File: src/rtl/wb_port_arbiter_if.sv
// Signal bundle between the two requesting ports, the shared Wishbone slave and the arbiter.
// The slave modport is the arbiter's view; the master modport is the surrounding system's view.
interface wb_port_arbiter_if;
  logic        wbs_cyc_i;
  logic        wbs_stb_i;
  logic        wbs_we_i;
  logic [3:0]  wbs_sel_i;
  logic [31:0] wbs_adr_i;
  logic [31:0] wbs_dat_i;
  logic        wbs_ack_o;
  logic [31:0] wbs_dat_o;

  logic        dbg_req_i;
  logic        dbg_we_i;
  logic [31:0] dbg_adr_i;
  logic [31:0] dbg_dat_i;
  logic        dbg_ack_o;
  logic [31:0] dbg_dat_o;

  logic        s_cyc_o;
  logic        s_stb_o;
  logic        s_we_o;
  logic [3:0]  s_sel_o;
  logic [31:0] s_adr_o;
  logic [31:0] s_dat_o;
  logic [31:0] s_dat_i;
  logic        s_ack_i;

  logic        timeout_o;

  modport slave (
    input  wbs_cyc_i, wbs_stb_i, wbs_we_i, wbs_sel_i, wbs_adr_i, wbs_dat_i,
    output wbs_ack_o, wbs_dat_o,
    input  dbg_req_i, dbg_we_i, dbg_adr_i, dbg_dat_i,
    output dbg_ack_o, dbg_dat_o,
    output s_cyc_o, s_stb_o, s_we_o, s_sel_o, s_adr_o, s_dat_o,
    input  s_dat_i, s_ack_i,
    output timeout_o
  );

  modport master (
    output wbs_cyc_i, wbs_stb_i, wbs_we_i, wbs_sel_i, wbs_adr_i, wbs_dat_i,
    input  wbs_ack_o, wbs_dat_o,
    output dbg_req_i, dbg_we_i, dbg_adr_i, dbg_dat_i,
    input  dbg_ack_o, dbg_dat_o,
    input  s_cyc_o, s_stb_o, s_we_o, s_sel_o, s_adr_o, s_dat_o,
    output s_dat_i, s_ack_i,
    input  timeout_o
  );
endinterface

File: src/rtl/wb_port_arbiter.sv
// Two-port arbiter (management Wishbone + debug port) onto one shared Wishbone slave,
// with alternating tie-break, master abort on port 0 and a per-transaction timeout.
module wb_port_arbiter #(
  parameter int unsigned TIMEOUT_CYCLES = 255,
  parameter logic [31:0] ERR_DATA       = 32'hDEAD_BEEF
) (
  input logic              wb_clk_i,
  input logic              wb_rst_i,
  wb_port_arbiter_if.slave bus
);

  localparam logic [15:0] TCNT_LAST = 16'(TIMEOUT_CYCLES - 1);

  typedef enum logic [1:0] {
    ST_IDLE,
    ST_ACTIVE,
    ST_RESP
  } state_t;

  state_t      r_state, w_state_nx;
  logic        r_owner, w_owner_nx;
  logic        r_last_owner, w_last_owner_nx;
  logic [31:0] r_rdata, w_rdata_nx;
  logic [15:0] r_tcnt, w_tcnt_nx;
  logic        r_timeout, w_timeout_nx;

  logic        w_req0;
  logic        w_req1;
  logic        w_grant;

  assign w_req0 = bus.wbs_cyc_i & bus.wbs_stb_i;
  assign w_req1 = bus.dbg_req_i;

  always_ff @(posedge wb_clk_i) begin
    if (wb_rst_i) begin
      r_state      <= ST_IDLE;
      r_owner      <= 1'b0;
      r_last_owner <= 1'b1;
      r_rdata      <= '0;
      r_tcnt       <= '0;
      r_timeout    <= 1'b0;
    end else begin
      r_state      <= w_state_nx;
      r_owner      <= w_owner_nx;
      r_last_owner <= w_last_owner_nx;
      r_rdata      <= w_rdata_nx;
      r_tcnt       <= w_tcnt_nx;
      r_timeout    <= w_timeout_nx;
    end
  end

  always_comb begin
    w_state_nx      = r_state;
    w_owner_nx      = r_owner;
    w_last_owner_nx = r_last_owner;
    w_rdata_nx      = r_rdata;
    w_tcnt_nx       = r_tcnt;
    w_timeout_nx    = r_timeout;
    w_grant         = 1'b0;

    case (r_state)
      ST_IDLE: begin
        if (w_req0 | w_req1) begin
          // On a tie the port that did not win last time gets the bus
          w_grant         = (w_req0 & w_req1) ? ~r_last_owner : w_req1;
          w_owner_nx      = w_grant;
          w_last_owner_nx = w_grant;
          w_tcnt_nx       = '0;
          w_state_nx      = ST_ACTIVE;
        end
      end
      ST_ACTIVE: begin
        // A port-0 abort wins over everything; a slave ack wins over the timeout
        if (!r_owner && !bus.wbs_cyc_i) begin
          w_state_nx = ST_IDLE;
        end else if (bus.s_ack_i) begin
          w_rdata_nx = bus.s_dat_i;
          w_state_nx = ST_RESP;
        end else if (r_tcnt == TCNT_LAST) begin
          w_rdata_nx   = ERR_DATA;
          w_timeout_nx = 1'b1;
          w_state_nx   = ST_RESP;
        end else begin
          w_tcnt_nx = r_tcnt + 16'd1;
        end
      end
      ST_RESP: begin
        w_state_nx = ST_IDLE;
      end
      default: begin
        w_state_nx = ST_IDLE;
      end
    endcase
  end

  assign bus.s_cyc_o   = (r_state == ST_ACTIVE);
  assign bus.s_stb_o   = (r_state == ST_ACTIVE);
  assign bus.s_we_o    = r_owner ? bus.dbg_we_i  : bus.wbs_we_i;
  assign bus.s_sel_o   = r_owner ? 4'hF          : bus.wbs_sel_i;
  assign bus.s_adr_o   = r_owner ? bus.dbg_adr_i : bus.wbs_adr_i;
  assign bus.s_dat_o   = r_owner ? bus.dbg_dat_i : bus.wbs_dat_i;

  assign bus.wbs_ack_o = (r_state == ST_RESP) && !r_owner;
  assign bus.dbg_ack_o = (r_state == ST_RESP) &&  r_owner;
  assign bus.wbs_dat_o = r_rdata;
  assign bus.dbg_dat_o = r_rdata;
  assign bus.timeout_o = r_timeout;

endmodule

File: src/flat_wrapper.sv
// flat-port wrapper written by rule: the top's interface ports become plain ports
module wb_port_arbiter_flat 
#(
  parameter int unsigned TIMEOUT_CYCLES = 255,
  parameter logic [31:0] ERR_DATA       = 32'hDEAD_BEEF
)
  (wb_clk_i, wb_rst_i, bus_wbs_cyc_i, bus_wbs_stb_i, bus_wbs_we_i, bus_wbs_sel_i, bus_wbs_adr_i, bus_wbs_dat_i, bus_wbs_ack_o, bus_wbs_dat_o, bus_dbg_req_i, bus_dbg_we_i, bus_dbg_adr_i, bus_dbg_dat_i, bus_dbg_ack_o, bus_dbg_dat_o, bus_s_cyc_o, bus_s_stb_o, bus_s_we_o, bus_s_sel_o, bus_s_adr_o, bus_s_dat_o, bus_s_dat_i, bus_s_ack_i, bus_timeout_o);
  wb_port_arbiter_if bus_i ();
  input logic wb_clk_i;
  input logic wb_rst_i;
  input wire logic [$bits(bus_i.wbs_cyc_i)-1:0] bus_wbs_cyc_i;
  input wire logic [$bits(bus_i.wbs_stb_i)-1:0] bus_wbs_stb_i;
  input wire logic [$bits(bus_i.wbs_we_i)-1:0] bus_wbs_we_i;
  input wire logic [$bits(bus_i.wbs_sel_i)-1:0] bus_wbs_sel_i;
  input wire logic [$bits(bus_i.wbs_adr_i)-1:0] bus_wbs_adr_i;
  input wire logic [$bits(bus_i.wbs_dat_i)-1:0] bus_wbs_dat_i;
  output wire logic [$bits(bus_i.wbs_ack_o)-1:0] bus_wbs_ack_o;
  output wire logic [$bits(bus_i.wbs_dat_o)-1:0] bus_wbs_dat_o;
  input wire logic [$bits(bus_i.dbg_req_i)-1:0] bus_dbg_req_i;
  input wire logic [$bits(bus_i.dbg_we_i)-1:0] bus_dbg_we_i;
  input wire logic [$bits(bus_i.dbg_adr_i)-1:0] bus_dbg_adr_i;
  input wire logic [$bits(bus_i.dbg_dat_i)-1:0] bus_dbg_dat_i;
  output wire logic [$bits(bus_i.dbg_ack_o)-1:0] bus_dbg_ack_o;
  output wire logic [$bits(bus_i.dbg_dat_o)-1:0] bus_dbg_dat_o;
  output wire logic [$bits(bus_i.s_cyc_o)-1:0] bus_s_cyc_o;
  output wire logic [$bits(bus_i.s_stb_o)-1:0] bus_s_stb_o;
  output wire logic [$bits(bus_i.s_we_o)-1:0] bus_s_we_o;
  output wire logic [$bits(bus_i.s_sel_o)-1:0] bus_s_sel_o;
  output wire logic [$bits(bus_i.s_adr_o)-1:0] bus_s_adr_o;
  output wire logic [$bits(bus_i.s_dat_o)-1:0] bus_s_dat_o;
  input wire logic [$bits(bus_i.s_dat_i)-1:0] bus_s_dat_i;
  input wire logic [$bits(bus_i.s_ack_i)-1:0] bus_s_ack_i;
  output wire logic [$bits(bus_i.timeout_o)-1:0] bus_timeout_o;
  assign bus_i.wbs_cyc_i = bus_wbs_cyc_i;
  assign bus_i.wbs_stb_i = bus_wbs_stb_i;
  assign bus_i.wbs_we_i = bus_wbs_we_i;
  assign bus_i.wbs_sel_i = bus_wbs_sel_i;
  assign bus_i.wbs_adr_i = bus_wbs_adr_i;
  assign bus_i.wbs_dat_i = bus_wbs_dat_i;
  assign bus_wbs_ack_o = bus_i.wbs_ack_o;
  assign bus_wbs_dat_o = bus_i.wbs_dat_o;
  assign bus_i.dbg_req_i = bus_dbg_req_i;
  assign bus_i.dbg_we_i = bus_dbg_we_i;
  assign bus_i.dbg_adr_i = bus_dbg_adr_i;
  assign bus_i.dbg_dat_i = bus_dbg_dat_i;
  assign bus_dbg_ack_o = bus_i.dbg_ack_o;
  assign bus_dbg_dat_o = bus_i.dbg_dat_o;
  assign bus_s_cyc_o = bus_i.s_cyc_o;
  assign bus_s_stb_o = bus_i.s_stb_o;
  assign bus_s_we_o = bus_i.s_we_o;
  assign bus_s_sel_o = bus_i.s_sel_o;
  assign bus_s_adr_o = bus_i.s_adr_o;
  assign bus_s_dat_o = bus_i.s_dat_o;
  assign bus_i.s_dat_i = bus_s_dat_i;
  assign bus_i.s_ack_i = bus_s_ack_i;
  assign bus_timeout_o = bus_i.timeout_o;
  wb_port_arbiter #(.TIMEOUT_CYCLES(TIMEOUT_CYCLES), .ERR_DATA(ERR_DATA)) u_core (.wb_clk_i(wb_clk_i), .wb_rst_i(wb_rst_i), .bus(bus_i));
endmodule
File: config.mk
export PLATFORM = sky130hd
export DESIGN_NAME = wb_port_arbiter_flat
export DESIGN_NICKNAME = d
export VERILOG_FILES = /design/src/rtl/wb_port_arbiter_if.sv /design/src/rtl/wb_port_arbiter.sv /design/src/flat_wrapper.sv
export SDC_FILE = /design/constraint.sdc
export NUM_CORES = 1
export LEC_CHECK = 0
export ABC_AREA = 1
export BUFFER_PORTS_ARGS = -buffer_cell sky130_fd_sc_hd__buf_4
export CELL_PAD_IN_SITES_DETAIL_PLACEMENT = 0
export CELL_PAD_IN_SITES_GLOBAL_PLACEMENT = 1
export CORE_MARGIN = 4
export CORE_UTILIZATION = 24
export CTS_CLUSTER_DIAMETER = 50
export DETAILED_ROUTE_END_ITERATION = 10
export GPL_TIMING_DRIVEN = 0
export PLACE_DENSITY = 0.85
export SLEW_MARGIN = 20
export SYNTH_ARGS = -nofsm -noshare
export SYNTH_HDL_FRONTEND = slang
export SYNTH_SLANG_ARGS = --single-unit
File: constraint.sdc
create_clock -name wb_clk_i -period 1.8 [get_ports wb_clk_i]
set_input_delay 0.18 -clock wb_clk_i [delete_from_list [all_inputs] [get_ports wb_clk_i]]
set_output_delay 0.18 -clock wb_clk_i [all_outputs]
set_load 0.05 [all_outputs]
---- Yosys cells after proc, flatten, opt, wreduce, memory -nomap -nowiden ----
Index checks and enable logic that the tools add are counted.
word-level totals
  output and inout bits ................... 138
  bits in registers ....................... 53
  bits in read-only memories .............. 0
  input port bits ......................... 172
  memory bits (writable) .................. 0
  word-level logic and storage cells ...... 51
  memories kept ........................... 0
  bits in latches ......................... 0
cells by class
  order comparisons ....................... 0
  add/sub/neg operators ................... 1
  mux-type cells .......................... 17
  bitwise operators ....................... 6
  $mul .................................... 0
  div/mod/pow operators ................... 0
  reductions and logical operators ........ 13
  shift-type cells ........................ 0
  eq/ne operators ......................... 8
operators by type and width
  operator                                        number
  two-way mux 32 bit                              4
  two-way mux 16 bit                              4
  case mux 16 bit (2 select lines)                1
  adder 16 x 1 -> 16 bit, second input constant   1
  == test 16 x 8 -> 1 bit, second input constant  1
  two-way mux 2 bit                               4
  != test 2 bit, second input constant            3
  AND reduction 5 bit                             1
  two-way mux 4 bit                               1
  != test 4 x 1 -> 1 bit, second input constant   1
  case mux 2 bit (2 select lines)                 1
  AND reduction 2 bit                             2
  AND reduction 4 bit                             1
  nonzero test 2 bit                              2
  logical AND 1 bit                               3
  NOT 1 bit                                       3
  AND reduction 3 bit                             1
  AND 1 bit                                       2
  == test 2 x 1 -> 1 bit, second input constant   1
  == test 2 bit, second input constant            1
  zero test 1 bit                                 2
  zero test 2 bit                                 1
  two-way mux 1 bit                               2
  != test 2 x 1 -> 1 bit, second input constant   1
  OR 1 bit                                        1

---- Longest topological paths before layout ----
Gate-level depths: netlist (run 1).
  word-level depth ........................ 5
  depth in mapped cells ................... 10

---- Least setup slack after synthesis (run 1) ----
Ideal clock, no wire load.
  kind .................................... register -> output
  start ................................... register u_core.r_owner
  end ..................................... output bus_dbg_ack_o
  cell stages (with the launch flop) ...... 5
  slack ................................... -122 ps
  arrival time ............................ 1,742 ps
  data required time ...................... 1,620 ps
  cell sequence ........................... dfxtp_1 buf_4 inv_1 clkbuf_1 nor3_1
on the way
  cells in the longest elaborated chain, start to end .. 1
RTL lines
  what                    line                    source
  start, declared         wb_port_arbiter.sv:21   logic r_owner, w_owner_nx;
  start signal, assigned  wb_port_arbiter.sv:44   r_owner <= w_owner_nx;
  logical AND 1 bit       wb_port_arbiter.sv:104  assign bus.dbg_ack_o = (r_state == ST_RESP) && r_owner;
  end, declared           flat_wrapper.sv:23      output wire logic [$bits(bus_i.dbg_ack_o)-1:0] bus_dbg_ack_o;
No other way between the ends.

---- Worst setup path in the final report (run 1) ----
  start ................................... register u_core.r_owner
  end ..................................... output bus_s_dat_o[15]
on the way
  cells in the longest elaborated chain, start to end .. 1
RTL lines
  what                line                    source
  two-way mux 32 bit  wb_port_arbiter.sv:101  assign bus.s_dat_o = r_owner ? bus.dbg_dat_i : bus.wbs_dat_i;
  end, declared       flat_wrapper.sv:30      output wire logic [$bits(bus_i.s_dat_o)-1:0] bus_s_dat_o;
No other way between the ends.

==> results.py, run 1 <==
metrics = {
    "outcome": {
        "outcome": "finished clean",
    },
    "floorplanning": {
        "coreArea_um2": 14600,
        "rows": 44,
        "floorplan.die.width_um": 131,
        "dieArea_um2": 17100,
        "die_y_um": 131,
        "io_pins": 310,
        "initial_core_util_pct": 24.8,
    },
    "timing": {
        "setup_slack_ps": 107,
        "drv_slew": 0,
        "setup_viol": 0,
        "hold_slack_ps": 64.4,
        "max-slew-margin-rel_pct": 57.7,
        "worst_clock_skew_ps": 5.55,
        "rsz0062_at_grt": "false",
        "fmax_mhz": 591,
        "hold_viol": 0,
        "finalCriticalPeriod_ps": 1690,
        "worst_slew_pin_slew_ps": 634,
        "finalCritPeriodShare_pct": 94.0,
        "finalSetupTns_ps": 0,
    },
    "placement": {
        "dp_cells": 1094,
        "gp_routability_congestion": 0.919,
        "place_hpwl_um": 13900,
        "numPortBuffers": 309,
        "pre_cts_ws_ps": -100,
    },
    "logic_synthesis": {
        "yosysSeqAreaShare_pct": 29.2,
        "synthArstFlopShare_pct": 0,
        "synth_area_leader_cell": "dfxtp_1",
        "post_synth_main_area_contributors": "dfxtp_1 (29%), nand2_1 (28%), buf_4 (7.0%), a21oi_1 (5.5%), inv_1 (4.9%)",
        "synth_seq_cells": 53,
        "synth_edf_count": 0,
        "synth-main-ff-cell": "dfxtp_1",
        "synthCells": 601,
        "syn_area_per_cell_um2": 6.04,
        "syn_nets": 775,
        "synth_cell_type_count": 31,
        "yosysTopAreaCellShare_pct": 29.2,
        "synth_area_um2": 3630,
        "synth_warnings": 0,
    },
    "clock_network": {
        "cts_tree": "built",
        "cts_max_path_buffers": 2,
        "cts_htree_levels": 2,
        "ctsHoldBuffers": 0,
        "clkSlewWorstSetupHoldPaths_ps": 70,
        "clock-sinks": 53,
        "cts_buffers": 5,
        "cts-root-buf": "clkbuf_16",
        "worstSkewPairLatency_ps": 290,
    },
    "job": {
        "maxCapViolations": 0,
    },
    "setup_path": {
        "path_class": "flip-flop to output port",
        "worstPathArrival_ps": 1510,
        "required_ps": 1620,
        "worst_setup_path_start_kind": "flip-flop",
        "cp-end-kind": "output port",
        "cp_max_fo": 10,
    },
    "power": {
        "power_frac_comb_pct": 47.4,
        "ir_drop_mv": 0.414,
        "p_leak_nw": 3.39,
        "finalPower_mw": 4.44,
        "switchingPower_mw": 1.81,
        "pwr-share-seq_pct": 28.2,
        "powerDensity_nw_per_um2": 689,
        "power_frac_clock_pct": 24.4,
        "p_int_mw": 2.62,
        "switching_share_pct": 40.8,
    },
    "global_routing": {
        "use_met2_pct": 31.7,
        "gr-usage-met3_pct": 3.29,
        "grt_usage_pct": 16.9,
        "grt_pass1_wl_um": 22700,
        "grt_pass1_vias": 4209,
        "overflow": 0,
        "grt_max_degree": 17,
        "grt_antenna_before_repair": 1,
        "busiest_layer": "met2",
        "met1_usage_pct": 19.9,
    },
    "min_path": {
        "min_path_type": "primary input to flip-flop",
    },
    "routing": {
        "vias": 4626,
        "viasPerCell": 4.19,
        "drc": 0,
        "wirelength_um": 16400,
        "first_pass_iters": 4,
        "first_iter_violations": 205,
        "final_antenna_net_count": 0,
        "drt-wirelength-per-cell_um": 14.8,
    },
    "final_layout": {
        "nets": 1093,
        "syn_to_final_growth_pct": 77.4,
        "layout-drive-gt1-share_pct": 44.9,
        "finalNonFillerCells": 1105,
    },
}
-- cell usage after synthesis, types with 4 or more instances --
library cell,instances
nand2_2,12
a21oi_1,40
a21oi_2,7
dfxtp_1,53
nand4_1,6
clkbuf_1,14
inv_1,47
nor2_1,34
nand3_1,19
inv_2,4
nand2_1,269
or2_2,4
buf_4,34
o21ai_1,4
buf_1,4
o21ai_0,24
-- per-stage QoR --
step,util (%),instance area [um2]
final,44.0,6440
after global routing,44.0,6440
after CTS,43.6,6390
after detailed placement,42.3,6190
after global placement,42.3,6190
after floorplan,-,3640
-- metal layers --
layer	part of all wire [%]	vias up
met5	0	-
met4	1.3	0
met3	7.1	12
met2	53	157
met1	39	2007
li1	-	2450
-- logic make-up after synthesis --
family,count (synthesis),synth area share (%)
simple gates,355,41.6
buf+inv,112,16.3
xor+xnor,1,0.241
fa+ha+maj,2,0.690
compound gates,78,11.9
flops,53,29.2
-- critical path, stage by stage (launching register included) --
cell and delay, ps:
dfxtp_1 300, buf_4 170, inv_1 110, buf_6 150, buf_4 170, nand2_1 80
nand2_1 60, buf_4 190
-- path summary, 6_finish.rpt --
check	cells after the start	slack, ps	endpoint	start
worst max register to register	8	200	u_core.bus.dbg_dat_o[23]	u_core.r_state[0]
worst max-delay path	7	110	bus_s_dat_o[15]	u_core.r_owner
worst min register to register	2	460	u_core.bus.timeout_o	u_core.bus.timeout_o
worst min-delay path	2	60	u_core.bus.dbg_dat_o[4]	wb_rst_i
-- sequential cells by signal, summed over array words and instances, names as in the netlist --
name                  flops
u_core.bus.dbg_dat_o     32
u_core.bus.timeout_o      1
u_core.r_last_owner       1
u_core.r_owner            1
u_core.r_state            2
u_core.r_tcnt            16
-- final cells by class --
type | instances | area, um2
fillers | 1584 | 8210
repair buffers | 311 | 2350
multi-input cells | 436 | 1990
flip-flops and latches | 53 | 1060
plain buffers | 59 | 438
well taps | 184 | 230
inverters | 53 | 200
clock buffers | 6 | 129
clock inverters | 2 | 38.8
diodes | 1 | 2.50
-- repair_timing --
action | in CTS | in global routing
gates resized for setup | 16 | 17
setup buffers | 0 | 2
endpoints found under the setup margin | 60 | 51
pin swaps | 0 | 0
-- layout by cell type (no fill, tap or decap), types with 8 or more instances in the layout --
master | synthesis | routed
a21oi_1 | 40 | 40
buf_4 | 34 | 342
buf_6 | 3 | 11
clkbuf_2 | 0 | 8
dfxtp_1 | 53 | 53
inv_1 | 47 | 47
nand2_1 | 269 | 269
nand2_2 | 12 | 12
nand3_1 | 19 | 19
nor2_1 | 34 | 33
o21ai_0 | 24 | 24
-- power by group through the flow --
stage	Sequential, mW	Clock (mW)	Combinational, mW
2_1_floorplan	1.39	0	1.17
3_3_place_gp	1.28	0	2.08
3_5_place_dp	1.28	0	2.09
4_1_cts	1.25	1.11	2.11
5_1_grt	1.26	1.15	2.23
6_report	1.25	1.08	2.10
No activity file was read; power rests on OpenSTA's default activity.
==> run 2, diff against run 1 <==
--- a/config.mk
+++ b/config.mk
@@ -10,5 +10,5 @@
 export CELL_PAD_IN_SITES_DETAIL_PLACEMENT = 0
 export CELL_PAD_IN_SITES_GLOBAL_PLACEMENT = 1
-export CORE_MARGIN = 4
+export CORE_MARGIN = 5
 export CORE_UTILIZATION = 24
 export CTS_CLUSTER_DIAMETER = 50
@@ -16,4 +16,5 @@
 export GPL_TIMING_DRIVEN = 0
 export PLACE_DENSITY = 0.85
+export SETUP_SLACK_MARGIN = 0.15
 export SLEW_MARGIN = 20
 export SYNTH_ARGS = -nofsm -noshare
==> constraint.sdc (replaced) <==
create_clock -name wb_clk_i -period 1.8 [get_ports wb_clk_i]
set_input_delay 0.36 -clock wb_clk_i [delete_from_list [all_inputs] [get_ports wb_clk_i]]
set_output_delay 0.36 -clock wb_clk_i [all_outputs]
set_load 0.05 [all_outputs]
==> run 2 against run 1 <==
Sequential cell count unchanged. First-iteration DRC count grew 22%. Non-clock buffer count rose by 22. Combinational power is 30% higher. Core utilization increased by 7.5 points. Wire length rose by 19%. Clock-buffer cell count is 1 lower. Cell count increased by 2.4%. Setup slack lost 97 ps. Design area increased by 20%. Power is 15% higher. Critical path type unchanged.
==> results.py, run 2 (synthesized netlist as in run 1, its figures left out) <==
metrics = {
    "global_routing": {
        "grt_pass1_vias": 4790,
        "grt_antenna_before_repair": 0,
        "grt_usage_pct": 20.0,
        "grt_pass1_wl_um": 27700,
        "overflow": 0,
        "grt_max_degree": 18,
    },
    "final_layout": {
        "antennaDiodeCount": 0,
        "finalNonFillerCells": 1131,
        "largest_reg_flops": 32,
        "layout-drive-gt1-share_pct": 57.6,
        "syn_to_final_growth_pct": 113,
        "fillers": 1449,
        "multi_input_area_um2": 2420,
        "layout_commonest_cell": "buf_4",
        "nets": 1116,
        "regArea_um2": 1070,
        "layout_common_cells": "buf_4 (282), nand2_1 (172), nand2_2 (80)",
    },
    "clock_network": {
        "cts_htree_levels": 2,
        "worstSkewPairLatency_ps": 300,
        "cts_tree": "built",
        "clock-sinks": 53,
        "clkSlewWorstSetupHoldPaths_ps": 80,
        "cts-root-buf": "clkbuf_16",
        "cts_buffers": 5,
        "cts_max_path_buffers": 2,
    },
    "floorplanning": {
        "initial_core_util_pct": 24.1,
        "die_y_um": 133,
        "coreArea_um2": 15000,
        "io_pins": 310,
        "floorplan.die.width_um": 133,
        "rows": 45,
        "dieArea_um2": 17700,
    },
    "power": {
        "powerDensity_nw_per_um2": 659,
        "p_leak_nw": 3.84,
        "finalPower_mw": 5.10,
        "ir_drop_mv": 0.456,
    },
    "timing": {
        "finalCriticalPeriod_ps": 1790,
        "finalSetupTns_ps": 0,
        "fmax_mhz": 559,
        "hold_viol": 0,
        "setup_viol": 0,
        "finalCritPeriodShare_pct": 99.4,
        "rsz0062_at_grt": "true",
        "max-slew-margin-rel_pct": 54.9,
        "worst_clock_skew_ps": 7.08,
        "worst_slew_pin_slew_ps": 677,
        "drv_slew": 0,
    },
    "routing": {
        "drc": 0,
        "first_pass_iters": 5,
        "final_antenna_net_count": 0,
        "viasPerCell": 4.40,
        "first_iter_violations": 251,
        "wirelength_um": 19500,
        "vias": 4978,
        "drt-wirelength-per-cell_um": 17.2,
    },
    "setup_path": {
        "cp_max_fo": 10,
        "required_ps": 1440,
        "path_class": "flip-flop to output port",
        "cp-end-kind": "output port",
        "worstPathArrival_ps": 1430,
        "worst_setup_path_start_kind": "flip-flop",
    },
    "placement": {
        "gp_routability_congestion": 0.882,
        "dp_cells": 1098,
        "place_hpwl_um": 15400,
        "numPortBuffers": 309,
    },
    "job": {
        "maxCapViolations": 0,
    },
    "min_path": {
        "min_path_type": "primary input to flip-flop",
    },
    "outcome": {
        "outcome": "finished clean",
    },
}
## run 2: cell count changes in the layout (fill, tap and decap cells not counted), moves of 6 or more
cell,previous run,this run
dfxtp_2,0,6
buf_8,0,58
clkbuf_2,8,0
nand2_4,3,32
nand2_1,269,172
nand2_2,12,80
dfxtp_1,53,46
buf_6,11,32
buf_4,342,282
## run 2: area by class of cell
type | instances | area share [%]
sequential | 53 | 13.9
clock buffer | 5 | 1.62
buffer | 59 | 7.02
timing repair buffer | 333 | 39.9
multi-input combinational | 437 | 31.3
clock inverter | 3 | 0.566
tap | 188 | 3.04
inverter | 53 | 2.68
## run 2: stage by stage
stage	instance area (um2)	setup slack, ps	util (%)	hold WS (ps)
global route	7740	-35.5	51.5	255
detailed placement	6300	-208	41.9	443
finish	7740	10.4	51.5	242
floorplan	3740	124	-	428
CTS	7300	20.2	48.6	238
global placement	6300	-220	41.9	444
## run 2: path summary, 6_finish.rpt
check | start | to | slack [ps] | cells after the start
worst max register to register | u_core.r_owner | u_core.r_tcnt[6] | 170 | 10
worst min-delay path | wb_rst_i | u_core.bus.dbg_dat_o[4] | 240 | 2
worst max-delay path | u_core.r_owner | bus_s_adr_o[3] | 10 | 7
worst min register to register | u_core.bus.timeout_o | u_core.bus.timeout_o | 460 | 2
## run 2: metal layers
metal	wire, um	global-route usage (%)	up-vias	share of wire (%)
li1	-	-	2507	-
met5	0	0	-	0
met1	7230	22.5	2282	37
met3	1340	4.14	23	6.9
met2	10400	37.8	166	53
met4	507	5.48	0	2.6
## run 2: power breakdown
part           leakage, nW  total, mW  switching, mW  internal, mW
clock               0.0842       1.13          0.466         0.660
sequential           0.434       1.26         0.0415          1.22
combinational         3.32       2.72           1.57          1.15
total                 3.84       5.10           2.07          3.03
## run 2: repair_timing
action | CTS | global route
cloned | 5 | 3
endpoints found under the hold margin | 0 | 0
resized for setup | 207 | 98
setup buffers | 10 | 7
hold buffers | 0 | 0
endpoints found under the setup margin | 81 | 103
pin swaps | 9 | 17
## run 2: critical path, cell delays in order, from the launching register on
cell and delay [ps]:
dfxtp_2 340, buf_6 140, inv_8 70, buf_8 140
buf_8 150, nand2_1 70, nand2_2 80, buf_8 140
==> run 3, diff against run 2 <==
Settings changed: REMOVE_ABC_BUFFERS from default to 1.
==> run 3 against run 2 <==
Wire length fell by 5.2%. Critical path depth fell by 2. Largest cell class unchanged. Clock power decreased by 16%. Setup slack better by 68 ps. Largest power group unchanged. Critical path type unchanged. Sequential share of layout area up 0.92 points. Core utilization is 3.4 points lower. Non-clock buffer count fell by 61. Via count is 2.5% lower. First-iteration DRC count rose by 12%.
==> results.py, run 3 (synthesized netlist as in run 1, its figures left out) <==
metrics = {
    "outcome": {
        "outcome": "finished clean",
    },
    "timing": {
        "worst_clock_skew_ps": 4.69,
        "worst_slew_pin_slew_ps": 546,
        "rsz0062_at_grt": "true",
        "finalSetupTns_ps": 0,
        "finalCritPeriodShare_pct": 95.6,
        "setup_viol": 0,
        "max-slew-margin-rel_pct": 63.5,
        "fmax_mhz": 581,
        "finalCriticalPeriod_ps": 1720,
        "drv_slew": 0,
        "hold_slack_ps": 320,
        "hold_viol": 0,
    },
    "routing": {
        "first_pass_iters": 4,
        "final_antenna_net_count": 0,
        "viasPerCell": 4.49,
        "drc": 0,
        "first_iter_violations": 281,
        "wirelength_um": 18500,
        "vias": 4852,
        "drt-wirelength-per-cell_um": 17.1,
    },
    "global_routing": {
        "grt_max_degree": 34,
        "overflow": 0,
        "grt_pass1_vias": 4512,
        "grt_usage_pct": 17.8,
        "grt_pass1_wl_um": 25300,
        "grt_antenna_before_repair": 1,
    },
    "clock_network": {
        "cts_tree": "built",
        "cts_htree_levels": 2,
        "ctsHoldBuffers": 0,
        "cts_max_path_buffers": 2,
        "cts-root-buf": "clkbuf_16",
        "cts_buffers": 5,
        "worstSkewPairLatency_ps": 290,
        "clock-sinks": 53,
        "clkSlewWorstSetupHoldPaths_ps": 70,
    },
    "power": {
        "ir_drop_mv": 0.405,
        "p_leak_nw": 3.59,
        "finalPower_mw": 4.74,
        "powerDensity_nw_per_um2": 657,
    },
    "floorplanning": {
        "rows": 45,
        "io_pins": 310,
        "coreArea_um2": 15000,
        "dieArea_um2": 17700,
        "die_y_um": 133,
        "initial_core_util_pct": 24.1,
        "floorplan.die.width_um": 133,
    },
    "final_layout": {
        "layout-drive-gt1-share_pct": 52.2,
        "fillers": 1499,
        "largest_reg_flops": 32,
        "syn_to_final_growth_pct": 99.0,
        "nets": 1064,
        "layout_commonest_cell": "buf_4",
        "layout_common_cells": "buf_4 (243), nand2_1 (205), buf_6 (58)",
    },
    "setup_path": {
        "cp-end-kind": "output port",
        "worst_setup_path_start_kind": "flip-flop",
        "cp_max_fo": 5,
        "path_class": "flip-flop to output port",
        "worstPathArrival_ps": 1360,
        "required_ps": 1440,
    },
    "job": {
        "maxCapViolations": 0,
    },
    "placement": {
        "place_hpwl_um": 12800,
        "gp_routability_congestion": 0.794,
        "numPortBuffers": 309,
    },
    "min_path": {
        "min_path_type": "primary input to flip-flop",
    },
}
==> run 3: final cells by class <==
class	instances	area (um2)	share of cell area [%]
timing repair buffer	331	3020	41.8
multi-input combinational	441	2420	33.6
sequential	53	1070	14.8
tap	188	235	3.26
inverter	53	233	3.22
clock buffer	5	125	1.73
timing repair inverter	5	101	1.40
clock inverter	3	16.3	0.225
antenna	1	2.50	0.0347
==> run 3: report_power, final <==
part	internal [mW]	switching, mW
combinational	0.979	1.55
clock	0.512	0.436
sequential	1.22	0.0480
total	2.71	2.04
==> run 3: path summary, 6_finish.rpt <==
check | startpoint | endpoint | slack (ps) | depth (start not counted)
worst max register to register | u_core.r_owner | u_core.r_tcnt[6] | 130 | 10
worst min register to register | u_core.r_last_owner | u_core.r_last_owner | 460 | 2
worst max-delay path | u_core.r_owner | bus_s_dat_o[15] | 80 | 5
worst min-delay path | bus_s_dat_i[14] | u_core.bus.dbg_dat_o[14] | 320 | 3
==> run 3: through the flow <==
step	std cells	utilization, %	area, um2	worst slack [ps]
floorplan	542	-	3240	-2430
global placement	1039	38.5	5790	-3620
detailed placement	1040	38.8	5830	-231
CTS	1062	43.1	6470	85.3
global route	1080	48.0	7220	38.7
finish	1080	48.0	7220	78.6
==> run 3: repair_timing <==
action / CTS / global route
pin swaps: 14 / 32
buffers inserted: 9 / 6
hold endpoints to repair: 0 / 0
gates cloned: 5 / 11
gates resized for setup: 96 / 138
setup endpoints to repair: 117 / 120
==> run 3: metal layers <==
| metal | track usage (%) | up-vias | wire [um] |
|---|---|---|---|
| met3 | 3.92 | 16 | 1250 |
| li1 | - | 2411 | - |
| met2 | 31.2 | 199 | 9680 |
| met5 | 0 | - | 0 |
| met4 | 3.98 | 0 | 269 |
| met1 | 22.4 | 2226 | 7260 |
==> run 3: critical path, stage by stage (launching register included) <==
cell and delay (ps):
dfxtp_4 430, buf_16 200, buf_12 150, nand2_2 60, nand2_2 70, buf_6 160
